==> src/rtl/dcache_miss_ctrl_if.sv <==
// Bundle of CPU-side and memory-side signals for the data-cache miss controller.
// The controller connects via the slave modport; the CPU/memory side uses master.
interface dcache_miss_ctrl_if #(
   parameter int CNT_W = 16
);
   logic             req_i;
   logic             write_i;
   logic             hit_i;
   logic             dirty_i;
   logic             mem_ack_i;
   logic             stall_o;
   logic             mem_enable_o;
   logic             mem_write_o;
   logic             write_back_o;
   logic             cache_we_o;
   logic [CNT_W-1:0] miss_cnt_o;
   logic [CNT_W-1:0] wb_cnt_o;

   modport master (
      output req_i, write_i, hit_i, dirty_i, mem_ack_i,
      input  stall_o, mem_enable_o, mem_write_o, write_back_o, cache_we_o,
      input  miss_cnt_o, wb_cnt_o
   );

   modport slave (
      input  req_i, write_i, hit_i, dirty_i, mem_ack_i,
      output stall_o, mem_enable_o, mem_write_o, write_back_o, cache_we_o,
      output miss_cnt_o, wb_cnt_o
   );
endinterface

==> src/rtl/dcache_miss_ctrl.sv <==
// Data-cache miss controller: on a miss it optionally writes back the dirty
// victim line, then refills the line from memory and pulses the cache write
// enable once. Keeps saturating counters of misses and write-backs.
module dcache_miss_ctrl #(
   parameter int CNT_W = 16
) (
   input logic               clk_i,
   input logic               rst_i,
   dcache_miss_ctrl_if.slave bus
);

   typedef enum logic [2:0] {
      IDLE,
      MISS,
      WRITEBACK,
      READMISS,
      READMISSOK
   } state_t;

   state_t           state_q, state_d;
   logic             memEnable_q, memEnable_d;
   logic             memWrite_q, memWrite_d;
   logic             writeBack_q, writeBack_d;
   logic             cacheWe_q, cacheWe_d;
   logic [CNT_W-1:0] missCnt_q, missCnt_d;
   logic [CNT_W-1:0] wbCnt_q, wbCnt_d;
   logic             missDetect;
   logic             unusedWrite;

   // Stores are write-allocate and follow the load path, so the store flag has no effect here.
   assign unusedWrite = bus.write_i;

   assign missDetect = bus.req_i & ~bus.hit_i;

   // While reset is held the controller is treated as idle, so only a fresh miss stalls.
   assign bus.stall_o = rst_i ? missDetect : ((state_q != IDLE) | missDetect);

   assign bus.mem_enable_o = memEnable_q;
   assign bus.mem_write_o  = memWrite_q;
   assign bus.write_back_o = writeBack_q;
   assign bus.cache_we_o   = cacheWe_q;
   assign bus.miss_cnt_o   = missCnt_q;
   assign bus.wb_cnt_o     = wbCnt_q;

   // Next-state and registered-output logic; memory ack only matters while a transfer is open.
   always_comb begin
      state_d     = state_q;
      memEnable_d = memEnable_q;
      memWrite_d  = memWrite_q;
      writeBack_d = writeBack_q;
      cacheWe_d   = 1'b0;
      missCnt_d   = missCnt_q;
      wbCnt_d     = wbCnt_q;
      case (state_q)
         IDLE: begin
            memEnable_d = 1'b0;
            memWrite_d  = 1'b0;
            writeBack_d = 1'b0;
            if (missDetect) begin
               state_d = MISS;
               if (missCnt_q != '1) missCnt_d = missCnt_q + CNT_W'(1);
            end
         end
         MISS: begin
            memEnable_d = 1'b1;
            if (bus.dirty_i) begin
               state_d     = WRITEBACK;
               memWrite_d  = 1'b1;
               writeBack_d = 1'b1;
               if (wbCnt_q != '1) wbCnt_d = wbCnt_q + CNT_W'(1);
            end else begin
               state_d     = READMISS;
               memWrite_d  = 1'b0;
               writeBack_d = 1'b0;
            end
         end
         WRITEBACK: begin
            if (bus.mem_ack_i) begin
               state_d     = READMISS;
               memEnable_d = 1'b1;
               memWrite_d  = 1'b0;
               writeBack_d = 1'b0;
            end
         end
         READMISS: begin
            if (bus.mem_ack_i) begin
               state_d     = READMISSOK;
               memEnable_d = 1'b0;
               cacheWe_d   = 1'b1;
            end
         end
         READMISSOK: begin
            state_d = IDLE;
         end
         default: begin
            state_d     = IDLE;
            memEnable_d = 1'b0;
            memWrite_d  = 1'b0;
            writeBack_d = 1'b0;
         end
      endcase
   end

   // State and output registers; reset aborts any transfer without a refill write.
   always_ff @(posedge clk_i) begin
      if (rst_i) begin
         state_q     <= IDLE;
         memEnable_q <= 1'b0;
         memWrite_q  <= 1'b0;
         writeBack_q <= 1'b0;
         cacheWe_q   <= 1'b0;
         missCnt_q   <= '0;
         wbCnt_q     <= '0;
      end else begin
         state_q     <= state_d;
         memEnable_q <= memEnable_d;
         memWrite_q  <= memWrite_d;
         writeBack_q <= writeBack_d;
         cacheWe_q   <= cacheWe_d;
         missCnt_q   <= missCnt_d;
         wbCnt_q     <= wbCnt_d;
      end
   end

endmodule

==> src/flat_wrapper.sv <==
// flat-port wrapper written by rule: the top's interface ports become plain ports
module dcache_miss_ctrl_flat 
#(
   parameter int CNT_W = 16
)
  (clk_i, rst_i, bus_req_i, bus_write_i, bus_hit_i, bus_dirty_i, bus_mem_ack_i, bus_stall_o, bus_mem_enable_o, bus_mem_write_o, bus_write_back_o, bus_cache_we_o, bus_miss_cnt_o, bus_wb_cnt_o);
  dcache_miss_ctrl_if #(.CNT_W(CNT_W)) bus_i ();
  input logic clk_i;
  input logic rst_i;
  input wire logic [$bits(bus_i.req_i)-1:0] bus_req_i;
  input wire logic [$bits(bus_i.write_i)-1:0] bus_write_i;
  input wire logic [$bits(bus_i.hit_i)-1:0] bus_hit_i;
  input wire logic [$bits(bus_i.dirty_i)-1:0] bus_dirty_i;
  input wire logic [$bits(bus_i.mem_ack_i)-1:0] bus_mem_ack_i;
  output wire logic [$bits(bus_i.stall_o)-1:0] bus_stall_o;
  output wire logic [$bits(bus_i.mem_enable_o)-1:0] bus_mem_enable_o;
  output wire logic [$bits(bus_i.mem_write_o)-1:0] bus_mem_write_o;
  output wire logic [$bits(bus_i.write_back_o)-1:0] bus_write_back_o;
  output wire logic [$bits(bus_i.cache_we_o)-1:0] bus_cache_we_o;
  output wire logic [$bits(bus_i.miss_cnt_o)-1:0] bus_miss_cnt_o;
  output wire logic [$bits(bus_i.wb_cnt_o)-1:0] bus_wb_cnt_o;
  assign bus_i.req_i = bus_req_i;
  assign bus_i.write_i = bus_write_i;
  assign bus_i.hit_i = bus_hit_i;
  assign bus_i.dirty_i = bus_dirty_i;
  assign bus_i.mem_ack_i = bus_mem_ack_i;
  assign bus_stall_o = bus_i.stall_o;
  assign bus_mem_enable_o = bus_i.mem_enable_o;
  assign bus_mem_write_o = bus_i.mem_write_o;
  assign bus_write_back_o = bus_i.write_back_o;
  assign bus_cache_we_o = bus_i.cache_we_o;
  assign bus_miss_cnt_o = bus_i.miss_cnt_o;
  assign bus_wb_cnt_o = bus_i.wb_cnt_o;
  dcache_miss_ctrl #(.CNT_W(CNT_W)) u_core (.clk_i(clk_i), .rst_i(rst_i), .bus(bus_i));
endmodule
==> config.mk <==
export PLATFORM = sky130hd
export DESIGN_NAME = dcache_miss_ctrl_flat
export DESIGN_NICKNAME = d
export VERILOG_FILES = /design/src/rtl/dcache_miss_ctrl_if.sv /design/src/rtl/dcache_miss_ctrl.sv /design/src/flat_wrapper.sv
export SDC_FILE = /design/constraint.sdc
export NUM_CORES = 1
export LEC_CHECK = 0
export ABC_AREA = 1
export BUFFER_PORTS_ARGS = -buffer_cell sky130_fd_sc_hd__buf_2
export CAP_MARGIN = 25
export CORE_ASPECT_RATIO = 0.8
export CORE_MARGIN = 4
export CORE_UTILIZATION = 51
export CTS_CLUSTER_DIAMETER = 60
export CTS_CLUSTER_SIZE = 30
export DETAILED_ROUTE_END_ITERATION = 10
export PLACE_DENSITY = 0.78
export SETUP_SLACK_MARGIN = 0.02
export SYNTH_ARGS = -nofsm -noshare
export SYNTH_HDL_FRONTEND = slang
export SYNTH_SLANG_ARGS = --single-unit
==> constraint.sdc <==
create_clock -name clk_i -period 1.7 [get_ports clk_i]
set_input_delay 0.085 -clock clk_i [delete_from_list [all_inputs] [get_ports clk_i]]
set_output_delay 0.085 -clock clk_i [all_outputs]
set_load 0.03 [all_outputs]
==> flow_summary_export.csv, run 1 <==
group,metric,value,unit
drt,drc,0,
finish,fill_cells,403,
pwr,p_leak,1.24,nW
finish,layout_commonest_cell,"nand2_1",
sta,fmax,651,MHz
worst_setup_path,r2r_slack,0.17,ns
drt,wl_per_cell,10.4,um
finish,drive_gt1_share,17.6,%
worst_setup_path,slowest_delay,0.38,ns
placed_design,place.gp.congestion,0.910,
sta,setup_slack,0.164,ns
sta,worst_pin_slew,0.337,ns
worst_setup_path,r2r_start,"u_core.bus.wb_cnt_o[1]$_SDFFE_PP0P_",
sta,relSlewSlack,77.5,%
worst_setup_path,path_cells,"nor3_4 -> buf_6 -> nand2_1 -> o21ai_0 -> inv_1 -> buf_2",
cts,cts_tree,"built",
drt,num_vias,2251,
grt,overflow,0,
min_path,min_to,"u_core.state_q[0]$_SDFFE_PP0P_",
finish,finalNetCount,417,
finish,areaGrowthSynthToFinish,17.4,%
grt,grt_antenna_before_repair,0,
sta,fin_crit,1.54,ns
finish,utilization,61.5,%
worst_setup_path,slowest_stage,"dfxtp_1",
worst_setup_path,worstReg2RegEnd,"u_core.bus.wb_cnt_o[9]$_SDFFE_PP0P_",
logic_synthesis,ys_types,23,
logic_synthesis,netlist_top_cells_area,"dfxtp_1 (35%), nand2_1 (16%), nor2_1 (15%)",
floorplanning,fp.coreArea,0.00418,mm^2
placed_design,place_ws,0.106,ns
sta,fin_setup_tns,0,ns
run_status,status,"finished clean",
sta,drv_slew,0,
placed_design,port_buffers,42,
floorplanning,initial_core_util,52.4,%
cts,clkTransAtPathRegs,0.07,ns
cts,cts_buffers,5,
sta,hold_viol_final,0,
sta,setup_violations,0,
logic_synthesis,ys_seq_area_share,34.7,%
grt,grt_pass1_vias,1844,
finish,layout_common_cells,"nand2_1 (94), nor2_1 (86), inv_1 (45)",
logic_synthesis,syn_area,0.00219,mm^2
cts,h-tree-depth,2,
cts,insertion_delay,0.29,ns
logic_synthesis,synth_cells,360,
logic_synthesis,yosysTopAreaCellShare,34.7,%
pwr,finalPower,2.18,mW
floorplanning,dieArea,0.00541,mm^2
min_path,hold_depth,2,
floorplanning,fp-row-count,21,
sta,rsz0062_at_grt,"false",
placed_design,post-dp-hpwl,3650,um
drt,wl,4850,um
sta,skew,0.00553,ns
cts,cts_root_buf,"clkbuf_8",
placed_design,dp.cells,458,
drt,ant_nets,0,
pwr,powerDensity,847,mW/mm^2
worst_setup_path,cp.arrival,1.45,ns
floorplanning,ios,44,
worst_setup_path,crit_fanout,8,
floorplanning,chipHeight,66.6,um
cts,clkSinkCount,38,
worst_setup_path,cp-end-kind,"primary output",
grt,grt_pass1_wl,8050,um
drt,drt_iter0_markers,162,
logic_synthesis,ys_ff_latch,38,
worst_setup_path,critPathRequiredTime,1.62,ns
floorplanning,dieWidth,81.3,um
drt,drtPass1Iterations,4,
logic_synthesis,synth_top_cell_by_area,"dfxtp_1",
drt,routed_via_density,4.83,
finish,final_cells,466,
logic_synthesis,syn_nets,369,
finish,antennaDiodeCount,0,
min_path,holdCritPathClass,"input port to flop",
worst_setup_path,rr_worst_depth,8,
worst_setup_path,critPathKind,"flop to primary output",
grt,grt_max_degree,17,
logic_synthesis,avgSynthCellArea,6.09,um^2
run,cap_viol_max_count,0,
min_path,min_from,"rst_i",
logic_synthesis,synth_warnings,0,
worst_setup_path,cp-start-kind,"flop",
cts,cts_buffer_depth,2,
pwr,peakVddDrop,0.691,mV
grt,grt_util_all_layers,18.8,%
sta,fin_crit_sh,90.3,%
## flip-flops by register name, indices dropped and copies added, names as in the netlist
name,flops
u_core.bus.cache_we_o,1
u_core.bus.mem_enable_o,1
u_core.bus.mem_write_o,1
u_core.bus.miss_cnt_o,16
u_core.bus.wb_cnt_o,16
u_core.state_q,3
## what timing repair did
item,CTS,global route
buffers inserted,0,0
hold buffers,0,0
resized for setup,0,7
endpoints found under the setup margin,0,23
## synth_stat cells
master     n
a21oi_1   12
inv_1     45
nor2_4     1
inv_2      2
ha_1       2
nor2_2     2
buf_4      1
clkinv_1   1
xor2_1     3
nand3_2    1
nand4_1    6
nor2_1    87
o21ai_0    8
nand3_1   36
buf_6      5
nand2_1   96
a31oi_1    1
clkbuf_1   1
buf_2      2
dfxtp_1   38
a21oi_2    4
nor3_1     5
nor3_4     1
## worst max-delay path: cells and delay by family (launching register included)
kind | cells | cell delay (ns)
AND/OR/NAND/NOR | 2 | 0.31
buffers and inverters | 3 | 0.39
flip-flops | 1 | 0.38
AO/OA/AOI/OAI | 1 | 0.07
## per-stage QoR
step	hold WS, ns	area (um^2)
finish	0.0153	2570
global route	0.0166	2570
CTS	0.0126	2550
detailed placement	0.318	2450
global placement	0.309	2450
floorplan	0.154	2190
## cells by family after synthesis
logic type | count (synthesis) | synth area share, %
fa+ha+maj | 2 | 1.14
buf+inv | 57 | 11.8
flops | 38 | 34.7
xor+xnor | 3 | 1.20
compound gates | 25 | 6.45
simple gates | 235 | 44.7
## final cells by class
| type | instances | area [um^2] | area share (%) |
|---|---|---|---|
| clock inverters | 1 | 5.00 | 0.195 |
| inverters | 48 | 180 | 7.01 |
| flip-flops and latches | 38 | 762 | 29.6 |
| repair buffers | 50 | 274 | 10.7 |
| clock buffers | 7 | 86.3 | 3.36 |
| multi-input cells | 265 | 1190 | 46.4 |
| well taps | 57 | 71.3 | 2.77 |
## routing by layer
layer | vias to the layer above | share of wire (%) | global-route usage [%]
met3 | 7 | 6.2 | 4.59
met4 | 0 | 0.78 | 4.43
met5 | - | 0 | 0
met1 | 974 | 54 | 27.4
li1 | 1215 | - | -
met2 | 55 | 39 | 27.5
## worst max path at each step
stage / startpoint / end / slack (ns) / depth (start not counted)
2_1_floorplan: u_core.bus.wb_cnt_o[0]$_SDFFE_PP0P_ / u_core.bus.wb_cnt_o[11]$_SDFFE_PP0P_ / 0.03 / 9
3_3_place_gp: u_core.bus.miss_cnt_o[1]$_SDFFE_PP0P_ / u_core.bus.miss_cnt_o[0]$_SDFFE_PP0P_ / 0.14 / 9
3_5_place_dp: u_core.bus.miss_cnt_o[1]$_SDFFE_PP0P_ / u_core.bus.miss_cnt_o[0]$_SDFFE_PP0P_ / 0.11 / 9
4_1_cts: u_core.bus.miss_cnt_o[1]$_SDFFE_PP0P_ / u_core.bus.miss_cnt_o[0]$_SDFFE_PP0P_ / 0.09 / 9
5_1_grt: u_core.bus.miss_cnt_o[1]$_SDFFE_PP0P_ / u_core.bus.miss_cnt_o[12]$_SDFFE_PP0P_ / 0.02 / 8
6_report: u_core.state_q[0]$_SDFFE_PP0P_ / bus_stall_o / 0.16 / 6
## where the power goes
part / internal, mW / total [mW] / switching, mW
registers: 0.942 / 1.01 / 0.0645
logic: 0.172 / 0.520 / 0.348
clock network: 0.328 / 0.653 / 0.325
total: 1.44 / 2.18 / 0.737
Note: power is estimated with default switching activity, not from simulation.
==> run 2, diff against run 1 <==
--- a/config.mk
+++ b/config.mk
@@ -14,8 +14,9 @@
 export CTS_CLUSTER_DIAMETER = 60
 export CTS_CLUSTER_SIZE = 30
 export DETAILED_ROUTE_END_ITERATION = 10
-export PLACE_DENSITY = 0.78
+export PLACE_DENSITY = 0.82
 export SETUP_SLACK_MARGIN = 0.02
+export SLEW_MARGIN = 20
 export SYNTH_ARGS = -nofsm -noshare
 export SYNTH_HDL_FRONTEND = slang
 export SYNTH_SLANG_ARGS = --single-unit
==> run 2 against run 1 <==
Routed wire length up 5.2%. Critical path depth did not move. Maximum frequency shrank 0.98%. Sequential power is essentially flat. Count of clock-buffer cells in the layout down 2. Non-clock buffer count is the same. Final cell count is the same. First-iteration DRC count up 19%. Global-route usage is 1.6 points higher. Critical path type unchanged.
==> flow_summary_export.csv, run 2 (same netlist as run 1, synthesis figures left out) <==
group,metric,value,unit
run_status,status,"finished clean",
placed_design,place.gp.congestion,0.827,
worst_setup_path,critPathRequiredTime,1.62,ns
pwr,p_comb_share,22.4,%
grt,grt_max_degree,19,
sta,fin_crit_sh,91.2,%
grt,grt_pass1_wl,8740,um
drt,drtPass1Iterations,4,
cts,cts_buffers,5,
drt,drc,0,
cts,h-tree-depth,2,
drt,ant_nets,0,
pwr,seq_power_share,44.3,%
worst_setup_path,cp-end-kind,"primary output",
finish,drive_gt1_share,18.8,%
cts,insertion_delay,0.29,ns
sta,drv_slew,0,
run,cap_viol_max_count,0,
worst_setup_path,crit_fanout,8,
floorplanning,chipHeight,66.6,um
floorplanning,fp.coreArea,0.00418,mm^2
sta,worst_pin_slew,0.327,ns
placed_design,dp.cells,458,
finish,finalNetCount,417,
cts,clkTransAtPathRegs,0.07,ns
pwr,powerDensity,881,mW/mm^2
drt,num_vias,2313,
grt,grt_antenna_before_repair,0,
finish,fill_cells,388,
finish,layout_common_cells,"nand2_1 (94), nor2_1 (84), inv_1 (45)",
floorplanning,ios,44,
sta,rsz0062_at_grt,"false",
worst_setup_path,slowest_delay,0.37,ns
grt,overflow,0,
pwr,p_leak,1.25,nW
pwr,p_sw_share,32.5,%
sta,setup_violations,0,
finish,areaGrowthSynthToFinish,18.4,%
floorplanning,dieWidth,81.3,um
drt,routed_via_density,4.96,
worst_setup_path,cp.arrival,1.47,ns
drt,drt_iter0_markers,193,
cts,cts_root_buf,"clkbuf_8",
cts,cts_buffer_depth,2,
sta,setup_slack,0.149,ns
sta,relSlewSlack,78.2,%
pwr,p_int,1.54,mW
finish,utilization,62.1,%
drt,wl_per_cell,10.9,um
worst_setup_path,r2r_start,"u_core.bus.miss_cnt_o[1]$_SDFFE_PP0P_",
sta,fmax,645,MHz
worst_setup_path,r2r_slack,0.16,ns
finish,layout_commonest_cell,"nand2_1",
worst_setup_path,critPathKind,"flop to primary output",
cts,clkSinkCount,38,
min_path,min_from,"rst_i",
min_path,holdCritPathClass,"input port to flop",
cts,cts_tree,"built",
floorplanning,dieArea,0.00541,mm^2
drt,wl,5100,um
sta,holdWs,0.0104,ns
placed_design,post-dp-hpwl,3810,um
sta,hold_viol_final,0,
grt,grt_pass1_vias,2087,
finish,antennaDiodeCount,0,
worst_setup_path,slowest_stage,"dfxtp_2",
worst_setup_path,path_cells,"nor3_4 -> buf_4 -> nand2_1 -> o21ai_0 -> inv_1 -> buf_2",
worst_setup_path,cp-start-kind,"flop",
sta,fin_crit,1.55,ns
floorplanning,fp-row-count,21,
sta,fin_setup_tns,0,ns
grt,grt_util_all_layers,20.4,%
pwr,p_sw,743,uW
worst_setup_path,crit_start,"u_core.state_q[0]$_SDFFE_PP0P_",
pwr,clkPwrFrac,33.3,%
finish,final_cells,466,
sta,skew,0.00990,ns
placed_design,place_ws,0.107,ns
pwr,peakVddDrop,0.522,mV
cts,postCtsSetupBuffers,0,
placed_design,port_buffers,42,
floorplanning,initial_core_util,52.4,%
run 2: cell count changes in the layout (fill, tap and decap cells not counted):
cell,before,now
inv_4,0,1
dfxtp_2,1,3
clkbuf_8,6,5
dfxtp_1,37,35
inv_2,2,1
clkinv_2,1,2
clkbuf_1,1,0
nor2_1,86,84
buf_4,7,8
buf_6,1,0
bufinv_16,0,1
nor2_2,2,4
run 2: worst max-delay path, delay by kind of cell (launching register included):
kind,cells,cell delay (ns)
flops,1,0.37
compound gates,1,0.10
buf+inv,3,0.42
simple gates,2,0.29
run 2: final timing paths:
check | endpoint | depth (start not counted)
worst max register to register | u_core.bus.miss_cnt_o[12]$_SDFFE_PP0P_ | 8
worst min-delay path | u_core.state_q[0]$_SDFFE_PP0P_ | 2
worst min register to register | u_core.bus.mem_write_o$_SDFFE_PP0P_ | 2
worst max-delay path | bus_stall_o | 6
run 2: per-layer routing:
metal | vias to the layer above | global-route usage [%] | part of all wire, %
li1 | 1214 | - | -
met1 | 1032 | 26.8 | 49
met2 | 63 | 32.6 | 45
met3 | 4 | 5.41 | 5.7
met4 | 0 | 5.70 | 0.80
met5 | - | 0 | 0
run 2: metrics by stage:
step / cell area (um^2) / power, mW
6_report: 2590 / 2.29
5_1_grt: 2590 / 2.41
4_1_cts: 2560 / 2.28
3_5_place_dp: 2450 / 1.52
3_3_place_gp: 2450 / 1.50
2_1_floorplan: 2190 / 1.44
run 2: area by class of cell:
| class | count | area, um^2 | share of cell area (%) |
|---|---|---|---|
| clock buffers | 5 | 68.8 | 2.65 |
| clock inverters | 3 | 40.0 | 1.54 |
| inverters | 48 | 183 | 7.04 |
| multi-input cells | 265 | 1200 | 46.1 |
| flip-flops and latches | 38 | 764 | 29.5 |
| well taps | 57 | 71.3 | 2.75 |
| repair buffers | 50 | 270 | 10.4 |
run 2: repair_timing:
| action | 4_1_cts | 5_1_grt |
|---|---|---|
| gates resized for setup | 0 | 11 |
| setup endpoints to repair | 0 | 25 |
| hold buffers | 0 | 0 |
run 2: power by group through the flow:
| stage | Sequential, mW | Combinational, mW | Clock, mW |
|---|---|---|---|
| 5_1_grt | 1.02 | 0.570 | 0.816 |
| 6_report | 1.01 | 0.512 | 0.762 |
| 3_5_place_dp | 1.03 | 0.496 | 0 |
| 4_1_cts | 1.01 | 0.496 | 0.777 |
| 3_3_place_gp | 1.02 | 0.481 | 0 |
| 2_1_floorplan | 1.07 | 0.368 | 0 |
